## config.mk

```make
export PLATFORM = sky130hd
export DESIGN_NAME = alu_exec_stage
export DESIGN_NICKNAME = d
export VERILOG_FILES = /design/src/rtl/alu_exec_stage.sv
export SDC_FILE = /design/constraint.sdc
export NUM_CORES = 1
export LEC_CHECK = 0
export BUFFER_PORTS_ARGS = -buffer_cell sky130_fd_sc_hd__buf_2
export CORE_MARGIN = 10
export CORE_UTILIZATION = 45
export CTS_CLUSTER_DIAMETER = 120
export DETAILED_ROUTE_END_ITERATION = 8
export PLACE_DENSITY_LB_ADDON = 0.15
export SLEW_MARGIN = 20
export SYNTH_ARGS = -nofsm -noshare
export SYNTH_HDL_FRONTEND = slang
export SYNTH_SLANG_ARGS = --single-unit
```

## constraint.sdc

```tcl
create_clock -name clk -period 10.45 [get_ports clk]
set_input_delay 2.09 -clock clk [delete_from_list [all_inputs] [get_ports clk]]
set_output_delay 2.09 -clock clk [all_outputs]
set_load 0.05 [all_outputs]
```

## src/rtl/alu_exec_stage.sv

```systemverilog
// Execute stage of the 16-bit core: two-level operand forwarding, single-cycle
// ALU, 16-step serial multiplier and the {Z,N,C} condition-code register.
//
// state | meaning
// IDLE  | single-cycle ops execute; a MUL captures its operands and stalls
// BUSY  | one shift-add multiply step per cycle, cnt selects the multiplier bit
// DONE  | product presented downstream, flags written, stall released
module alu_exec_stage (
  input  logic        clk,
  input  logic        rst,
  input  logic        i_WB,
  input  logic        i_Mem,
  input  logic        i_chg_flag,
  input  logic [3:0]  i_alu_op,
  input  logic        i_use_immd,
  input  logic [31:0] i_pc,
  input  logic [2:0]  i_Rsrc1,
  input  logic [2:0]  i_Rsrc2,
  input  logic [2:0]  i_Rdst,
  input  logic [15:0] i_immd,
  input  logic [15:0] i_read_data1,
  input  logic [15:0] i_read_data2,
  input  logic        i_fwd_mem_wb,
  input  logic [2:0]  i_fwd_mem_rd,
  input  logic [15:0] i_fwd_mem_data,
  input  logic        i_fwd_wb_wb,
  input  logic [2:0]  i_fwd_wb_rd,
  input  logic [15:0] i_fwd_wb_data,
  output logic [15:0] o_result,
  output logic        o_WB,
  output logic        o_Mem,
  output logic [2:0]  o_Rdst,
  output logic [15:0] o_store_data,
  output logic [31:0] o_pc,
  output logic [2:0]  o_flags,
  output logic        o_stall
);

  localparam logic [3:0] OP_NOP  = 4'd0;
  localparam logic [3:0] OP_ADD  = 4'd1;
  localparam logic [3:0] OP_SUB  = 4'd2;
  localparam logic [3:0] OP_AND  = 4'd3;
  localparam logic [3:0] OP_OR   = 4'd4;
  localparam logic [3:0] OP_NOT  = 4'd5;
  localparam logic [3:0] OP_INC  = 4'd6;
  localparam logic [3:0] OP_DEC  = 4'd7;
  localparam logic [3:0] OP_SHL  = 4'd8;
  localparam logic [3:0] OP_SHR  = 4'd9;
  localparam logic [3:0] OP_MOV  = 4'd10;
  localparam logic [3:0] OP_LDM  = 4'd11;
  localparam logic [3:0] OP_SETC = 4'd12;
  localparam logic [3:0] OP_CLRC = 4'd13;
  localparam logic [3:0] OP_MUL  = 4'd14;

  typedef enum logic [1:0] {
    S_IDLE = 2'd0,
    S_BUSY = 2'd1,
    S_DONE = 2'd2
  } state_t;

  state_t      state;
  state_t      state_nxt;
  logic [3:0]  cnt;
  logic [15:0] mul_a;
  logic [15:0] mul_b;
  logic [31:0] acc;
  logic [31:0] partial;
  logic [2:0]  flags;
  logic [2:0]  flags_nxt;

  logic [15:0] src1_val;
  logic [15:0] src2_val;
  logic [15:0] opnd_a;
  logic [15:0] opnd_b;
  logic [3:0]  shamt;

  logic [15:0] alu_res;
  logic        wr_zn;
  logic        wr_c;
  logic        c_val;
  logic [16:0] sum17;
  logic [16:0] sh17;

  logic        mul_issue;

  // Resolve both sources: ALU/mem buffer wins over mem/WB buffer over reg file.
  always_comb begin
    if (i_fwd_mem_wb && (i_fwd_mem_rd == i_Rsrc1))
      src1_val = i_fwd_mem_data;
    else if (i_fwd_wb_wb && (i_fwd_wb_rd == i_Rsrc1))
      src1_val = i_fwd_wb_data;
    else
      src1_val = i_read_data1;

    if (i_fwd_mem_wb && (i_fwd_mem_rd == i_Rsrc2))
      src2_val = i_fwd_mem_data;
    else if (i_fwd_wb_wb && (i_fwd_wb_rd == i_Rsrc2))
      src2_val = i_fwd_wb_data;
    else
      src2_val = i_read_data2;
  end

  assign opnd_a       = src1_val;
  assign opnd_b       = i_use_immd ? i_immd : src2_val;
  assign shamt        = i_immd[3:0];
  assign o_store_data = src2_val;
  assign o_pc         = i_pc;
  assign o_Rdst       = i_Rdst;
  assign o_flags      = flags;
  assign mul_issue    = (state == S_IDLE) && (i_alu_op == OP_MUL);

  // Single-cycle ALU: result plus which flag fields the op is allowed to write.
  always_comb begin
    alu_res = 16'd0;
    wr_zn   = 1'b0;
    wr_c    = 1'b0;
    c_val   = 1'b0;
    sum17   = 17'd0;
    sh17    = 17'd0;
    case (i_alu_op)
      OP_ADD: begin
        sum17   = {1'b0, opnd_a} + {1'b0, opnd_b};
        alu_res = sum17[15:0];
        c_val   = sum17[16];
        wr_zn   = 1'b1;
        wr_c    = 1'b1;
      end
      OP_SUB: begin
        // bit 16 of a 17-bit difference is the unsigned borrow
        sum17   = {1'b0, opnd_a} - {1'b0, opnd_b};
        alu_res = sum17[15:0];
        c_val   = sum17[16];
        wr_zn   = 1'b1;
        wr_c    = 1'b1;
      end
      OP_AND: begin
        alu_res = opnd_a & opnd_b;
        wr_zn   = 1'b1;
      end
      OP_OR: begin
        alu_res = opnd_a | opnd_b;
        wr_zn   = 1'b1;
      end
      OP_NOT: begin
        alu_res = ~opnd_a;
        wr_zn   = 1'b1;
      end
      OP_INC: begin
        sum17   = {1'b0, opnd_a} + 17'd1;
        alu_res = sum17[15:0];
        c_val   = sum17[16];
        wr_zn   = 1'b1;
        wr_c    = 1'b1;
      end
      OP_DEC: begin
        sum17   = {1'b0, opnd_a} - 17'd1;
        alu_res = sum17[15:0];
        c_val   = sum17[16];
        wr_zn   = 1'b1;
        wr_c    = 1'b1;
      end
      OP_SHL: begin
        // extra top bit catches the last bit shifted out
        sh17    = {1'b0, opnd_a} << shamt;
        alu_res = sh17[15:0];
        c_val   = sh17[16];
        wr_zn   = 1'b1;
        wr_c    = (shamt != 4'd0);
      end
      OP_SHR: begin
        // extra bottom bit catches the last bit shifted out
        sh17    = {opnd_a, 1'b0} >> shamt;
        alu_res = sh17[16:1];
        c_val   = sh17[0];
        wr_zn   = 1'b1;
        wr_c    = (shamt != 4'd0);
      end
      OP_MOV:  alu_res = opnd_a;
      OP_LDM:  alu_res = i_immd;
      default: alu_res = 16'd0;
    endcase
  end

  // Multiply partial product for the multiplier bit selected by cnt.
  assign partial = mul_b[cnt] ? ({16'd0, mul_a} << cnt) : 32'd0;

  // FSM state register.
  always_ff @(posedge clk or negedge rst) begin
    if (!rst)
      state <= S_IDLE;
    else
      state <= state_nxt;
  end

  // Next state and pipeline outputs; stall cycles emit a bubble downstream.
  always_comb begin
    state_nxt = state;
    o_result  = 16'd0;
    o_WB      = 1'b0;
    o_Mem     = 1'b0;
    o_stall   = 1'b0;
    if (rst) begin
      case (state)
        S_IDLE: begin
          if (i_alu_op == OP_MUL) begin
            state_nxt = S_BUSY;
            o_stall   = 1'b1;
          end else begin
            o_result = alu_res;
            o_WB     = i_WB;
            o_Mem    = i_Mem;
          end
        end
        S_BUSY: begin
          o_stall = 1'b1;
          if (cnt == 4'd15)
            state_nxt = S_DONE;
        end
        S_DONE: begin
          state_nxt = S_IDLE;
          o_result  = acc[15:0];
          o_WB      = i_WB;
          o_Mem     = i_Mem;
        end
        default: state_nxt = S_IDLE;
      endcase
    end
  end

  // Multiplier datapath: operands frozen at issue so forwarding changes during the stall are ignored.
  always_ff @(posedge clk or negedge rst) begin
    if (!rst) begin
      cnt   <= 4'd0;
      acc   <= 32'd0;
      mul_a <= 16'd0;
      mul_b <= 16'd0;
    end else if (mul_issue) begin
      cnt   <= 4'd0;
      acc   <= 32'd0;
      mul_a <= opnd_a;
      mul_b <= opnd_b;
    end else if (state == S_BUSY) begin
      cnt <= cnt + 4'd1;
      acc <= acc + partial;
    end
  end

  // Flag update: only when an op completes; SETC/CLRC ignore i_chg_flag.
  always_comb begin
    flags_nxt = flags;
    if ((state == S_IDLE) && (i_alu_op != OP_MUL)) begin
      if (i_chg_flag && wr_zn)
        flags_nxt[2:1] = {(alu_res == 16'd0), alu_res[15]};
      if (i_chg_flag && wr_c)
        flags_nxt[0] = c_val;
      if (i_alu_op == OP_SETC)
        flags_nxt[0] = 1'b1;
      if (i_alu_op == OP_CLRC)
        flags_nxt[0] = 1'b0;
    end else if ((state == S_DONE) && i_chg_flag) begin
      flags_nxt = {(acc[15:0] == 16'd0), acc[15], (acc[31:16] != 16'd0)};
    end
  end

  // Condition-code register.
  always_ff @(posedge clk or negedge rst) begin
    if (!rst)
      flags <= 3'b000;
    else
      flags <= flags_nxt;
  end

endmodule

```

==> summary by stage, run 1 <==
Worst setup path
The worst register-to-register path has a setup slack of 5.12 ns. The start-to-end type of the worst setup path is in2out. The endpoint identified for the worst register-to-register timing path is acc[28].

The launching element type of the critical path is an input pin. STA classifies the critical path endpoint as an output pin. Measured in cells, the most critical reg-to-reg path has a length of 18. The critical path arrival is 7.65 ns. The required time reported for the critical path endpoint is 8.36 ns. The worst reg2reg path startpoint is cnt[0]. The largest fanout of any net on the critical path is 31.

Synthesis
Of the post-synthesis cell area, the dominant cell type holds 15.0%. The number of enable-type register cells in the synthesized netlist is 0. When the netlist entered floorplanning its net count stood at 1894. The synthesis-stage register bit count is 73. The number of distinct standard cells referenced by the synthesized netlist is 86. The part of the Yosys area used for sequential elements is 15.0%. The dominant register cell in the synthesized netlist is sky130_fd_sc_hd__dfrtp_1. The post-synthesis async set-or-reset flop share is 100%. The cell count after synthesis came out at 1665. By count the netlist is led by 176 x sky130_fd_sc_hd__nor2_1, 159 x sky130_fd_sc_hd__o21ai_0, 138 x sky130_fd_sc_hd__nand2_1, 102 x sky130_fd_sc_hd__a21oi_1, 88 x sky130_fd_sc_hd__ha_1. The cell with the most instances after synthesis is sky130_fd_sc_hd__nor2_1. The largest total area in the synthesized netlist belongs to sky130_fd_sc_hd__dfrtp_1.

The total standard cell area after synthesis is 12100 µm². For this run, the number of Yosys warnings is 0. By area the synthesized netlist is led by sky130_fd_sc_hd__dfrtp_1 15%, sky130_fd_sc_hd__ha_1 9.1%, sky130_fd_sc_hd__o21ai_0 6.6%, sky130_fd_sc_hd__mux2i_1 5.5%, sky130_fd_sc_hd__nor2_1 5.4%. Averaged over all synthesized cells, the footprint is 7.29 µm².

STA
The count of pins over their slew limit is 0. After layout, the worst path uses 93.2% of the clock period. The maximum achievable frequency is 103 MHz. The clock period minus final worst setup slack is 9.74 ns. The final worst slack is 0.707 ns. Setup repair after global routing left no endpoint under its margin. The number of hold violations in the final report is 0.

On the final layout, the worst clock skew is 0.0190 ns. The number of failing setup endpoints in the final timing report is 0. Setup total negative slack on the finished layout was measured at 0 ns. At the pin with the least slew margin, the transition time is 1.16 ns.

In this run the tightest slew margin relative to its limit is 22.4%.

Global route
The total congestion overflow is 0. The initial antenna violation count came to 1. The first global-routing pass estimated 81.6 mm of wire. The all-layer global routing usage is 31.4%. Entering global routing, the biggest net connects 77 pins. The via count of the first global-routing pass is 13400.

Clocking
TritonCTS created 9 clock buffers. Clock tree synthesis selected as its root buffer the cell sky130_fd_sc_hd__clkbuf_16. Buffers inserted to repair hold after CTS numbered 0. The clock net in this run drives a total of 73 sinks.

The maximum count of clock buffers along a single path is 2. TritonCTS built the clock tree. In this run, post-CTS repair resized a total of 0 instances. After clock tree synthesis, the setup repair step added 0 buffers. Clock-pin slew was measured on the worst setup and hold paths at 0.06 ns. The number of levels the H-tree was split into is 3. For the worst-skew pair, the clock arrives at the later sink with an insertion delay of 0.34 ns.

Power
The power per cell area is 199 nW/µm². Across the VDD grid, the largest voltage drop is 0.100 mV. The analysis attributes to cell leakage a power of 5.77 nW. The final total power is 0.00265 W.

Detailed routing
Dividing the detail-routed via count by the number of cells gives 6.68. Wires add up to 55.1 mm. The number of vias in the routed layout is 13800. The number of detailed-routing iterations run before antenna repair is 6. In the routed design, unresolved DRC markers number 0. The number of DRC violations after detailed-routing iteration 0 is 1496. The average wire length per cell after detail routing is 26.6 µm. The count of nets left with antenna violations once routing finished came out at 0.

Place
In this run the tool buffered the top-level ports with 141 buffer cells. OpenSTA, run right after detailed placement, puts the worst setup slack at 0.892 ns. After detailed placement, the design holds a cell count of 2056. Detailed placement finished with a half-perimeter wire length of 44.3 mm. Routability-driven placement finished with a final weighted congestion of 1.06.

Min path
The launch instance of the worst min-delay path is mul_b[15]. The cell depth of the worst hold path is 2. The class of the most critical hold timing path is reg2reg. The end point of the worst hold path is mul_b[15].

Final layout
The area added between synthesis and finish is 9.37%. Across the whole layout, storage elements account for 1830 µm². The post-route core utilization is 49.7%. The share of layout cells above drive strength 1 is 16.1%. The number of fillers in the final layout is 2748. The number of nets in the finished design is 1955. 0 antenna diodes ended up in the layout. The final standard cell count with taps included and fillers excluded is 2072. The total area of multi-input combinational cells is 9400 µm².

Floorplan
The die is 184 µm wide. The floorplan step defined a die boundary enclosing 33900 µm². Measured along the y axis, the die boundary spans 184 µm. The placement row count is 60. The boundary pin count is 212. The initial core utilization is 45.4%. In this run the standard cell core region covers 26700 µm².

Job
The number of maximum-capacitance violations is 0.

Status
The run finished with clean final reports.
## power breakdown
part           total [W]  leakage [nW]  switching, W  internal, W
Sequential      0.000563         0.926      0.000147     0.000416
Combinational    0.00174          4.68       0.00112     0.000627
Clock           0.000340         0.155      0.000130     0.000209
Total            0.00265          5.77       0.00139      0.00125
## sequential cells by signal, summed over array words and instances (netlist names)
register	count
mul_b	16
mul_a	16
acc	32
o_flags	3
state	2
cnt	4
## placed cells by master, fill, tap and decap left out, types with 19 or more instances in the layout
master                       n
sky130_fd_sc_hd__o22ai_1    23
sky130_fd_sc_hd__a31oi_1    22
sky130_fd_sc_hd__nor3_1     38
sky130_fd_sc_hd__and3_1     21
sky130_fd_sc_hd__a221oi_1   19
sky130_fd_sc_hd__buf_2     140
sky130_fd_sc_hd__xnor2_1    46
sky130_fd_sc_hd__ha_1       88
sky130_fd_sc_hd__nand3_1    68
sky130_fd_sc_hd__a22oi_1    31
sky130_fd_sc_hd__o32ai_1    22
sky130_fd_sc_hd__nor2_1    175
sky130_fd_sc_hd__a21o_1     22
sky130_fd_sc_hd__mux2i_1    67
sky130_fd_sc_hd__o21ai_0   159
sky130_fd_sc_hd__nand2b_1   20
sky130_fd_sc_hd__inv_1      51
sky130_fd_sc_hd__nor2b_1    24
sky130_fd_sc_hd__buf_4      50
sky130_fd_sc_hd__a211oi_1   22
sky130_fd_sc_hd__a21oi_1   102
sky130_fd_sc_hd__nand2_1   138
sky130_fd_sc_hd__dfrtp_1    73
## worst max-delay path, stage by stage
cell	delay, ns
sky130_fd_sc_hd__buf_2	0.12
sky130_fd_sc_hd__xnor2_1	0.20
sky130_fd_sc_hd__and4_1	0.87
sky130_fd_sc_hd__o21ai_0	0.27
sky130_fd_sc_hd__mux2i_1	0.31
sky130_fd_sc_hd__inv_1	0.11
sky130_fd_sc_hd__ha_1	0.25
sky130_fd_sc_hd__nor2b_1	0.17
sky130_fd_sc_hd__o311ai_0	0.66
sky130_fd_sc_hd__a211oi_1	0.27
sky130_fd_sc_hd__o211ai_1	0.30
sky130_fd_sc_hd__a21oi_1	0.12
sky130_fd_sc_hd__or2_2	0.35
sky130_fd_sc_hd__a22o_1	0.23
sky130_fd_sc_hd__o21ai_0	0.14
sky130_fd_sc_hd__a21oi_1	0.06
sky130_fd_sc_hd__a2111oi_0	0.62
sky130_fd_sc_hd__a2bb2oi_1	0.21
sky130_fd_sc_hd__nor2_1	0.05
sky130_fd_sc_hd__buf_2	0.23
## layer usage
| layer | wire length, µm | GRT usage, % |
|---|---|---|
| met5 | 13 | 0 |
| met4 | 3460 | 17.8 |
| met3 | 4550 | 5.83 |
| met2 | 25500 | 52.4 |
| met1 | 21500 | 37.1 |
## cell families after synthesis
kind of cell,share of synthesized area (%)
AOI/OAI and AO/OA,31.0
xor gates and xnor gates,4.75
adders and majority gates,9.40
buffers and inverters,7.62
DFF,15.0
muxes,8.77
and+or+nand+nor,23.4
## area by class of cell
cell class / count / share of cell area (%)
flip-flops and latches: 73 / 13.8
clock buffers: 9 / 1.70
inverters: 60 / 1.70
multi-input cells: 1392 / 70.8
well taps: 341 / 3.21
repair buffers: 190 / 8.10
clock inverters: 7 / 0.716
## per-stage QoR
stage | hold slack (ns) | area [µm²]
2_1_floorplan | 0.445 | 12100
3_3_place_gp | 0.457 | 13000
3_5_place_dp | 0.467 | 13000
4_1_cts | 0.480 | 13300
5_1_grt | 0.500 | 13300
6_report | 0.475 | 13300
## worst max path at each step
stage / from / endpoint / slack (ns) / depth (start not counted)
after floorplan: i_fwd_wb_wb / o_result[15] / 0.51 / 18
after global placement: i_fwd_wb_rd[0] / o_result[15] / 0.99 / 16
after detailed placement: i_fwd_wb_rd[0] / o_result[15] / 0.89 / 16
after CTS: i_fwd_wb_rd[0] / o_result[15] / 0.86 / 16
after global routing: i_Rsrc2[1] / o_result[13] / 0.25 / 19
final: i_Rsrc2[1] / o_result[13] / 0.71 / 20
Note: power is estimated with default switching activity, not from simulation.
==> run 2, diff against run 1 <==
--- a/config.mk
+++ b/config.mk
@@ -5,7 +5,7 @@
 export SDC_FILE = /design/constraint.sdc
 export NUM_CORES = 1
 export LEC_CHECK = 0
-export BUFFER_PORTS_ARGS = -buffer_cell sky130_fd_sc_hd__buf_2
+export BUFFER_PORTS_ARGS = -buffer_cell sky130_fd_sc_hd__buf_4
 export CORE_MARGIN = 10
 export CORE_UTILIZATION = 45
 export CTS_CLUSTER_DIAMETER = 120
==> summary by stage, run 2 (synthesized netlist as in run 1, its figures left out) <==
Detailed routing
The number of DRC violations after detailed routing is 0. The final routed wirelength across all metal layers is 53.9 mm. The detail route stage leaves a number of antenna-violating nets equal to 0. The number of detailed-routing iterations run before antenna repair is 5.

Dividing the detail-routed wire length by the instance count gives 26.1 µm. The routed layout has 13700 vias. The number of vias per cell after detailed routing is 6.65.

The number of DRC violations after detailed-routing iteration 0 is 1541.

STA
The worst relative slew slack is 16.0%. Of the available clock period, the critical path in the final layout requires 93.6%. Between clock sinks in the finished design, the worst skew comes to 0.0130 ns. Setup repair after global routing left no endpoint under its margin.

Subtracting the final worst setup slack from the clock period gives 9.78 ns. Setup violations remaining at the end of the flow were counted as 0. Static timing analysis puts the maximum clock frequency at 102 MHz. The number of hold violations in the final report was 0.

Adding up every negative setup slack in the final design gives 0 ns. For the pin with the worst max-slew slack, the measured transition is 1.26 ns. The count of pins over their slew limit was 0.

Global route
The initial antenna violation count is 0. The all-layer global routing usage is 30.8%. The first-pass GRT wire length is 80.5 mm. Entering global routing, the biggest net connects 101 pins. The via count of the first global-routing pass is 13100. The total congestion overflow is 0.

Clocking
Buffers inserted to repair hold after CTS numbered 0. After clock tree synthesis, the repair step resized 0 gates. The TritonCTS sink count is 73.

The number of levels the H-tree was split into is 3. In this run the deepest clock path goes through 2 buffers. The number of clock buffers inserted by TritonCTS is 9.

Once the clock tree was built, the setup fixing pass inserted 0 buffers. In this run the clock root is driven by a sky130_fd_sc_hd__clkbuf_16. The clock tree from TritonCTS is done.

The latest clock arrival within the worst-skew pair is 0.34 ns. Clock-pin slew was measured on the worst setup and hold paths at 0.06 ns.

Final layout
The largest registers in the layout are acc (32), mul_a (16), mul_b (16). The leading cell type in the layout, fill and taps excluded is sky130_fd_sc_hd__buf_4. Once layout is done, the placed cells without fillers occupy 13600 µm². The register with the most flip-flops in the layout has 32 of them. The post-route netlist has 15.8% of its cells at a drive strength greater than 1. In the layout the commonest cells are 183 x sky130_fd_sc_hd__buf_4, 175 x sky130_fd_sc_hd__nor2_1, 159 x sky130_fd_sc_hd__o21ai_0. Ranked by flip-flop count, first place goes to acc. The area growth from synthesis to layout is 11.8%. The number of antenna diodes in the final layout is 0. At the end of the flow, the number of nets in the layout was 1948.

Floorplan
In this run the vertical extent of the chip is 184 µm. The floorplan step defined a die boundary enclosing 33900 µm². The initial core utilization is 45.4%. After floorplanning, the core was sized to cover 26700 µm². Pin placement for this block handled 212 I/O pins. The die outline width is 184 µm. Row generation in the floorplan step produced 60 rows.

Worst setup path
For the worst setup path, the data required time is 8.36 ns. The worst setup path is captured at an output pin. The sum of buffers and inverters on the critical path is 2. The largest single stage delay on the critical path is 0.69 ns.

Traced cell by cell, the critical path runs through buf_4 > xnor2_1 > nand4_4 > a221oi_2 > nor2_1 > ha_1 > nor4b_1 > or3b_2 > mux2i_1 > o21ai_1 > xor2_1 > nand2_1 > a21oi_1 > a2111oi_0 > a2bb2oi_1 > nor2_1 > buf_4. Across all register-to-register paths, the minimum setup slack is 5.04 ns. In this run the worst path has a maximum fanout of 24. The gate family responsible for the most delay along the worst path is compound AO/OA/AOI/OAI gates.

The launching element type of the critical path is an input pin. The worst setup path is of the in2out kind. The critical path arrival is 7.69 ns. The cell with the biggest individual delay on the critical path is sky130_fd_sc_hd__a221oi_2.

Power
The power per cell area is 195 nW/µm². The maximum resistive drop on vdd is 0.113 mV. The leakage power of the design is 5.83 nW.

Status
The flow ran to the end, and the final reports show no timing, DRC or antenna violations.

Min path
The path class of the tightest hold or removal check is reg2reg.

Place
The congestion estimate from routability-driven global placement came to 1.12. The instance area at placement is 13300 µm². The total of buffers placed on input and output ports is 141. The post-detailed-placement half-perimeter wirelength is 43.5 mm.

Job
The number of maximum-capacitance violations is 0.
-- run 2: changes by cell type in the layout (fill, tap and decap cells not counted), sizes merged --
cell | previous run | this run
buf | 190 | 183
clkinv | 8 | 5
inv | 56 | 59
bufinv | 2 | 1
clkbuf | 9 | 10
-- run 2: per-stage QoR --
step	util, %	hold slack, ns	setup WS (ns)	instances	power, W
after CTS	50.8	0.482	0.825	2065	0.00262
final	50.8	0.477	0.669	2065	0.00265
after floorplan	-	0.445	0.508	1665	0.00180
after detailed placement	49.6	0.468	0.854	2049	0.00229
after global routing	50.8	0.511	0.404	2065	0.00285
after global placement	49.6	0.457	0.979	2049	0.00226
-- run 2: area by class of cell --
| cell class | instances | area (µm²) |
|---|---|---|
| fill | 2671 | 13200 |
| multi-input combinational | 1392 | 9400 |
| sequential | 73 | 1830 |
| timing repair buffer | 183 | 1370 |
| tap | 341 | 427 |
| clock buffer | 10 | 239 |
| inverter | 60 | 225 |
| clock inverter | 6 | 72.6 |
-- run 2: where the power goes --
group          internal [W]  total [W]  switching, W
Combinational      0.000645    0.00175       0.00111
Clock              0.000195   0.000327      0.000133
Sequential         0.000416   0.000570      0.000154
Total               0.00126    0.00265       0.00139
-- run 2: worst paths after layout --
check / startpoint / endpoint / cells past startpoint
max in group asynchronous: rst / mul_a[9] / 2
setup / recovery: i_fwd_wb_rd[2] / o_result[13] / 17
min in group asynchronous: rst / mul_a[11] / 1
setup reg to reg: cnt[1] / acc[28] / 18
hold / removal: mul_b[14] / mul_b[14] / 2
hold reg to reg: mul_b[14] / mul_b[14] / 2
-- run 2: routing by layer --
layer | vias up | track usage (%) | part of all wire (%)
met3 | 144 | 5.61 | 7.9
met2 | 699 | 52.4 | 47
met4 | 0 | 15.3 | 5.4
met5 | - | 0 | 0
met1 | 6575 | 36.5 | 39
li1 | 6307 | - | -
-- run 2: worst register-to-register path: cells and delay by family (launching register included) --
kind / cells / cell delay [ns]
muxes: 1 / 0.38
adders and majority gates: 1 / 0.40
xor gates and xnor gates: 1 / 0.15
buffers and inverters: 1 / 0.35
AOI/OAI and AO/OA: 11 / 2.68
DFF: 1 / 0.32
and+or+nand+nor: 3 / 1.04
==> run 3, diff against run 2 <==
--- a/config.mk
+++ b/config.mk
@@ -5,6 +5,7 @@
 export SDC_FILE = /design/constraint.sdc
 export NUM_CORES = 1
 export LEC_CHECK = 0
+export ABC_AREA = 1
 export BUFFER_PORTS_ARGS = -buffer_cell sky130_fd_sc_hd__buf_4
 export CORE_MARGIN = 10
 export CORE_UTILIZATION = 45
==> constraint.sdc (replaced) <==
create_clock -name clk -period 7.9 [get_ports clk]
set_input_delay 1.58 -clock clk [delete_from_list [all_inputs] [get_ports clk]]
set_output_delay 1.58 -clock clk [all_outputs]
set_load 0.05 [all_outputs]
==> summary by stage, run 3 <==
Power
The leakage power of the design is 7.12 nW. The power per cell area is 217 nW/µm². The maximum resistive drop on vdd is 0.0979 mV.

Worst setup path
The start-to-end type of the worst setup path is in2out. The register-to-register path setup slack is 2.37 ns. The worst setup path endpoint is o_result[14]. Data on the critical path is required at its endpoint by 6.32 ns. The kind of capture point of the worst setup path is an output pin.

The launching element type of the critical path is an input pin. Tracing the worst setup path back leads to its startpoint at i_fwd_mem_rd[0]. The gate family responsible for the most delay along the worst path is compound AO/OA/AOI/OAI gates. Traced cell by cell, the critical path runs through buf_4 > inv_1 > o21ai_0 > nor2_1 > nand2_1 > buf_4 > o21ai_0 > o22ai_1 > nand2_1 > o21ai_0 > inv_1 > ha_2 > inv_1 > nand2_1 > nand2_1 > a211oi_1 > nand2_1 > o21ai_0 > nand3b_1 > nor3_2 > a2bb2oi_1 > nor2_1 > buf_4. The cell with the biggest individual delay on the critical path is sky130_fd_sc_hd__ha_2. The cell type with the highest occurrence count on the critical path is sky130_fd_sc_hd__nand2_1. Counting both buffers and inverters, the worst setup path holds a total of 6.

The worst register-to-register path begins at cnt[0]. The endpoint of the most critical register-to-register path is acc[27]. Along the worst path, the maximum fanout reaches 14. The worst-case reg-to-reg path depth is 19.

The critical path arrival is 6.23 ns. On the worst path, the slowest cell contributes a delay of 0.54 ns. In this run the number of cells on the critical path is 23.

Detailed routing
The number of vias in the routed layout is 15500. The number of detailed-routing iterations run before antenna repair is 7. The number of DRC violations after detailed routing is 0. Dividing the detail-routed via count by the number of cells gives 5.90.

The number of DRC violations after detailed-routing iteration 0 is 1671. Summed over all layers, the routed wires come to 57.3 mm. After detailed routing, the average wire length per cell comes to 21.8 µm. The detail route stage leaves a number of antenna-violating nets equal to 0.

STA
The number of hold violations in the final report is 0. The count of pins over their slew limit is 0. The summed negative setup slack over all endpoints is 0 ns.

Based on the critical path, the design can be clocked at up to 128 MHz. The clock period minus final worst setup slack is 7.81 ns. The portion of the clock cycle consumed by the worst path in the final layout is 98.9%. For the final database, setup skew stands at 0.0142 ns. Setup violations remaining at the end of the flow were counted as 0.

Setup repair after global routing left no endpoint under its margin. The worst relative slew slack is 30.7%. At the pin with the least slew margin, the transition time is 1.04 ns.

Floorplan
The die span in y is 187 µm. In this run the horizontal extent of the chip is 187 µm. In this run the standard cell core region covers 27100 µm². The placement row count is 60.

The overall die area is 34800 µm². The boundary pin count is 212. For this configuration, the core starts out at a cell density of 46.0%.

Final layout
The area growth from synthesis to layout is 10.8%. The post-route core utilization is 51.0%. The register with the most flip-flops in the layout has 32 of them. The number of nets in the finished design is 2476. In the layout the commonest cells are 569 x sky130_fd_sc_hd__nand2_1, 252 x sky130_fd_sc_hd__nand3_1, 245 x sky130_fd_sc_hd__nor2_1. Leaving out fill and tap cells, the most frequent cell in the layout is sky130_fd_sc_hd__nand2_1. More flip-flops sit in one register than any other, and that register is acc. The number of antenna diodes in the final layout is 0.

In the final layout, the registers with the most flip-flops are acc (32), mul_a (16), mul_b (16). The post-route netlist has 11.1% of its cells at a drive strength greater than 1.

Synthesis
In this run, synthesis inferred 0 flip-flops with an integrated enable. Summing the areas of all compound-gate instances in the mapped netlist gives 20.0% of the synthesized area. The combinational family with the most area after synthesis is simple AND/OR/NAND/NOR gates.

The simple-gate share of the synthesized area is 41.6%. The post-synthesis async set-or-reset flop share is 100%. The synthesized netlist devotes 1.40% of its cell area to XOR and XNOR gates. In this run, synthesis produced a sequential element count of 73. Among all flip-flop cells after synthesis, the most frequent one is sky130_fd_sc_hd__dfrtp_1. The number of distinct standard cells referenced by the synthesized netlist is 58.

The count of warnings emitted by yosys is 0. After synthesis, the share of cell area in mux cells is 0.241%. The share of synthesized area in the top cell type comes to 17.1%. The cell with the most instances after synthesis is sky130_fd_sc_hd__nand2_1. In the post-synthesis netlist, the biggest area contributors are sky130_fd_sc_hd__nand2_1 17%, sky130_fd_sc_hd__dfrtp_1 15%, sky130_fd_sc_hd__nand3_1 10%, sky130_fd_sc_hd__ha_1 8.8%, sky130_fd_sc_hd__o21ai_0 8.2%. The post-synthesis area per instance is 5.67 µm². After Yosys synthesis, full adders, half adders and majority gates account for 9.15% of the synthesized area. The total standard cell area after synthesis is 12500 µm².

The net count after synthesis is 2428. Sequential elements use 14.6% of the synthesized area. Counting every instance in the synthesized netlist gives 2199. The cell taking the most area after synthesis is sky130_fd_sc_hd__nand2_1.

Ranked by instance count, the synthesized netlist is headed by 570 x sky130_fd_sc_hd__nand2_1, 252 x sky130_fd_sc_hd__nand3_1, 246 x sky130_fd_sc_hd__nor2_1, 234 x sky130_fd_sc_hd__inv_1, 204 x sky130_fd_sc_hd__o21ai_0.

Clocking
The number of clock buffers inserted by TritonCTS is 9. The tree is rooted in a sky130_fd_sc_hd__clkbuf_16. The clock transition at the registers of the reported paths is 0.07 ns.

The maximum count of clock buffers along a single path is 2. CTS saw 73 sinks. The number of post-CTS setup repair buffers is 0. The number of levels the H-tree was split into is 3. The clock tree from TritonCTS is done.

The clock reaches the later pin of the worst-skew pair after 0.35 ns.

Global route
For this run the aggregate overflow at the end of global routing stands at 0. The all-layer global routing usage is 31.3%. The via count of the first global-routing pass is 14800. Entering global routing, the biggest net connects 68 pins. The first-pass GRT wire length is 86.9 mm. The initial antenna violation count is 1.

Place
The congestion estimate from routability-driven global placement came to 1.05. The post-detailed-placement half-perimeter wirelength is 45.6 mm. The total of buffers placed on input and output ports is 141.

Min path
The class of the most critical hold timing path is reg2reg.

Job
The number of maximum-capacitance violations is 0.

Status
The run finished with clean final reports.
## run 3: timing repair
item | in CTS | in global routing
setup endpoints to repair | 0 | 1
gates resized for setup | 0 | 1
hold endpoints to repair | 0 | 0
hold buffers | 0 | 0
## run 3: cell families (layout without fill, tap and decap cells)
group	Yosys count	after routing
AND/OR/NAND/NOR	1189	1189
AO/OA/AOI/OAI	447	447
buffers and inverters	377	430
adder cells (fa/ha/maj)	90	90
flip-flops	73	73
XOR/XNOR	20	20
multiplexers	3	3
## run 3: final cells by class
class	instances	area (µm²)
multi-input combinational	1749	9040
timing repair buffer	164	1230
clock buffer	10	229
tap	372	465
clock inverter	6	91.3
fill	2945	13300
sequential	73	1830
inverter	250	938
## run 3: how the worst min path moves through the flow
stage | endpoint | slack [ns] | from | depth (start not counted)
2_1_floorplan | mul_b[10] | 0.45 | mul_b[10] | 2
3_3_place_gp | mul_b[9] | 0.46 | mul_b[9] | 2
3_5_place_dp | mul_a[12] | 0.47 | mul_a[12] | 2
4_1_cts | mul_a[6] | 0.49 | mul_a[6] | 2
5_1_grt | mul_a[8] | 0.50 | mul_a[8] | 2
6_report | mul_a[12] | 0.48 | mul_a[12] | 2
## run 3: where the power goes
group,leakage (nW),switching (W),internal [W]
Sequential,0.952,0.000149,0.000482
Clock,0.145,0.000177,0.000278
Combinational,6.02,0.00132,0.000596
## run 3: routing by layer
layer,routed length [µm],track usage [%],up-vias
met5,13,0,-
met3,5260,6.09,159
li1,-,-,7365
met2,25900,51.3,844
met1,22800,37.5,7110
met4,3320,17.8,2
## run 3: tightest hold or removal path: cells and delay by family, from the launching register on
kind / cells / cell delay, ns
flops: 1 / 0.34
simple gates: 1 / 0.05
compound gates: 1 / 0.06
## run 3: per-stage QoR
stage          worst slack (ns)  power [W]  cell area [µm²]  std cells  hold WS (ns)
2_1_floorplan             0.290    0.00195            12500       2199         0.448
3_3_place_gp              0.331    0.00249            13500       2608         0.462
3_5_place_dp              0.286    0.00251            13500       2608         0.473
4_1_cts                   0.247    0.00297            13800       2624         0.489
5_1_grt                  0.0545    0.00324            13800       2624         0.504
6_report                 0.0888    0.00301            13800       2624         0.483
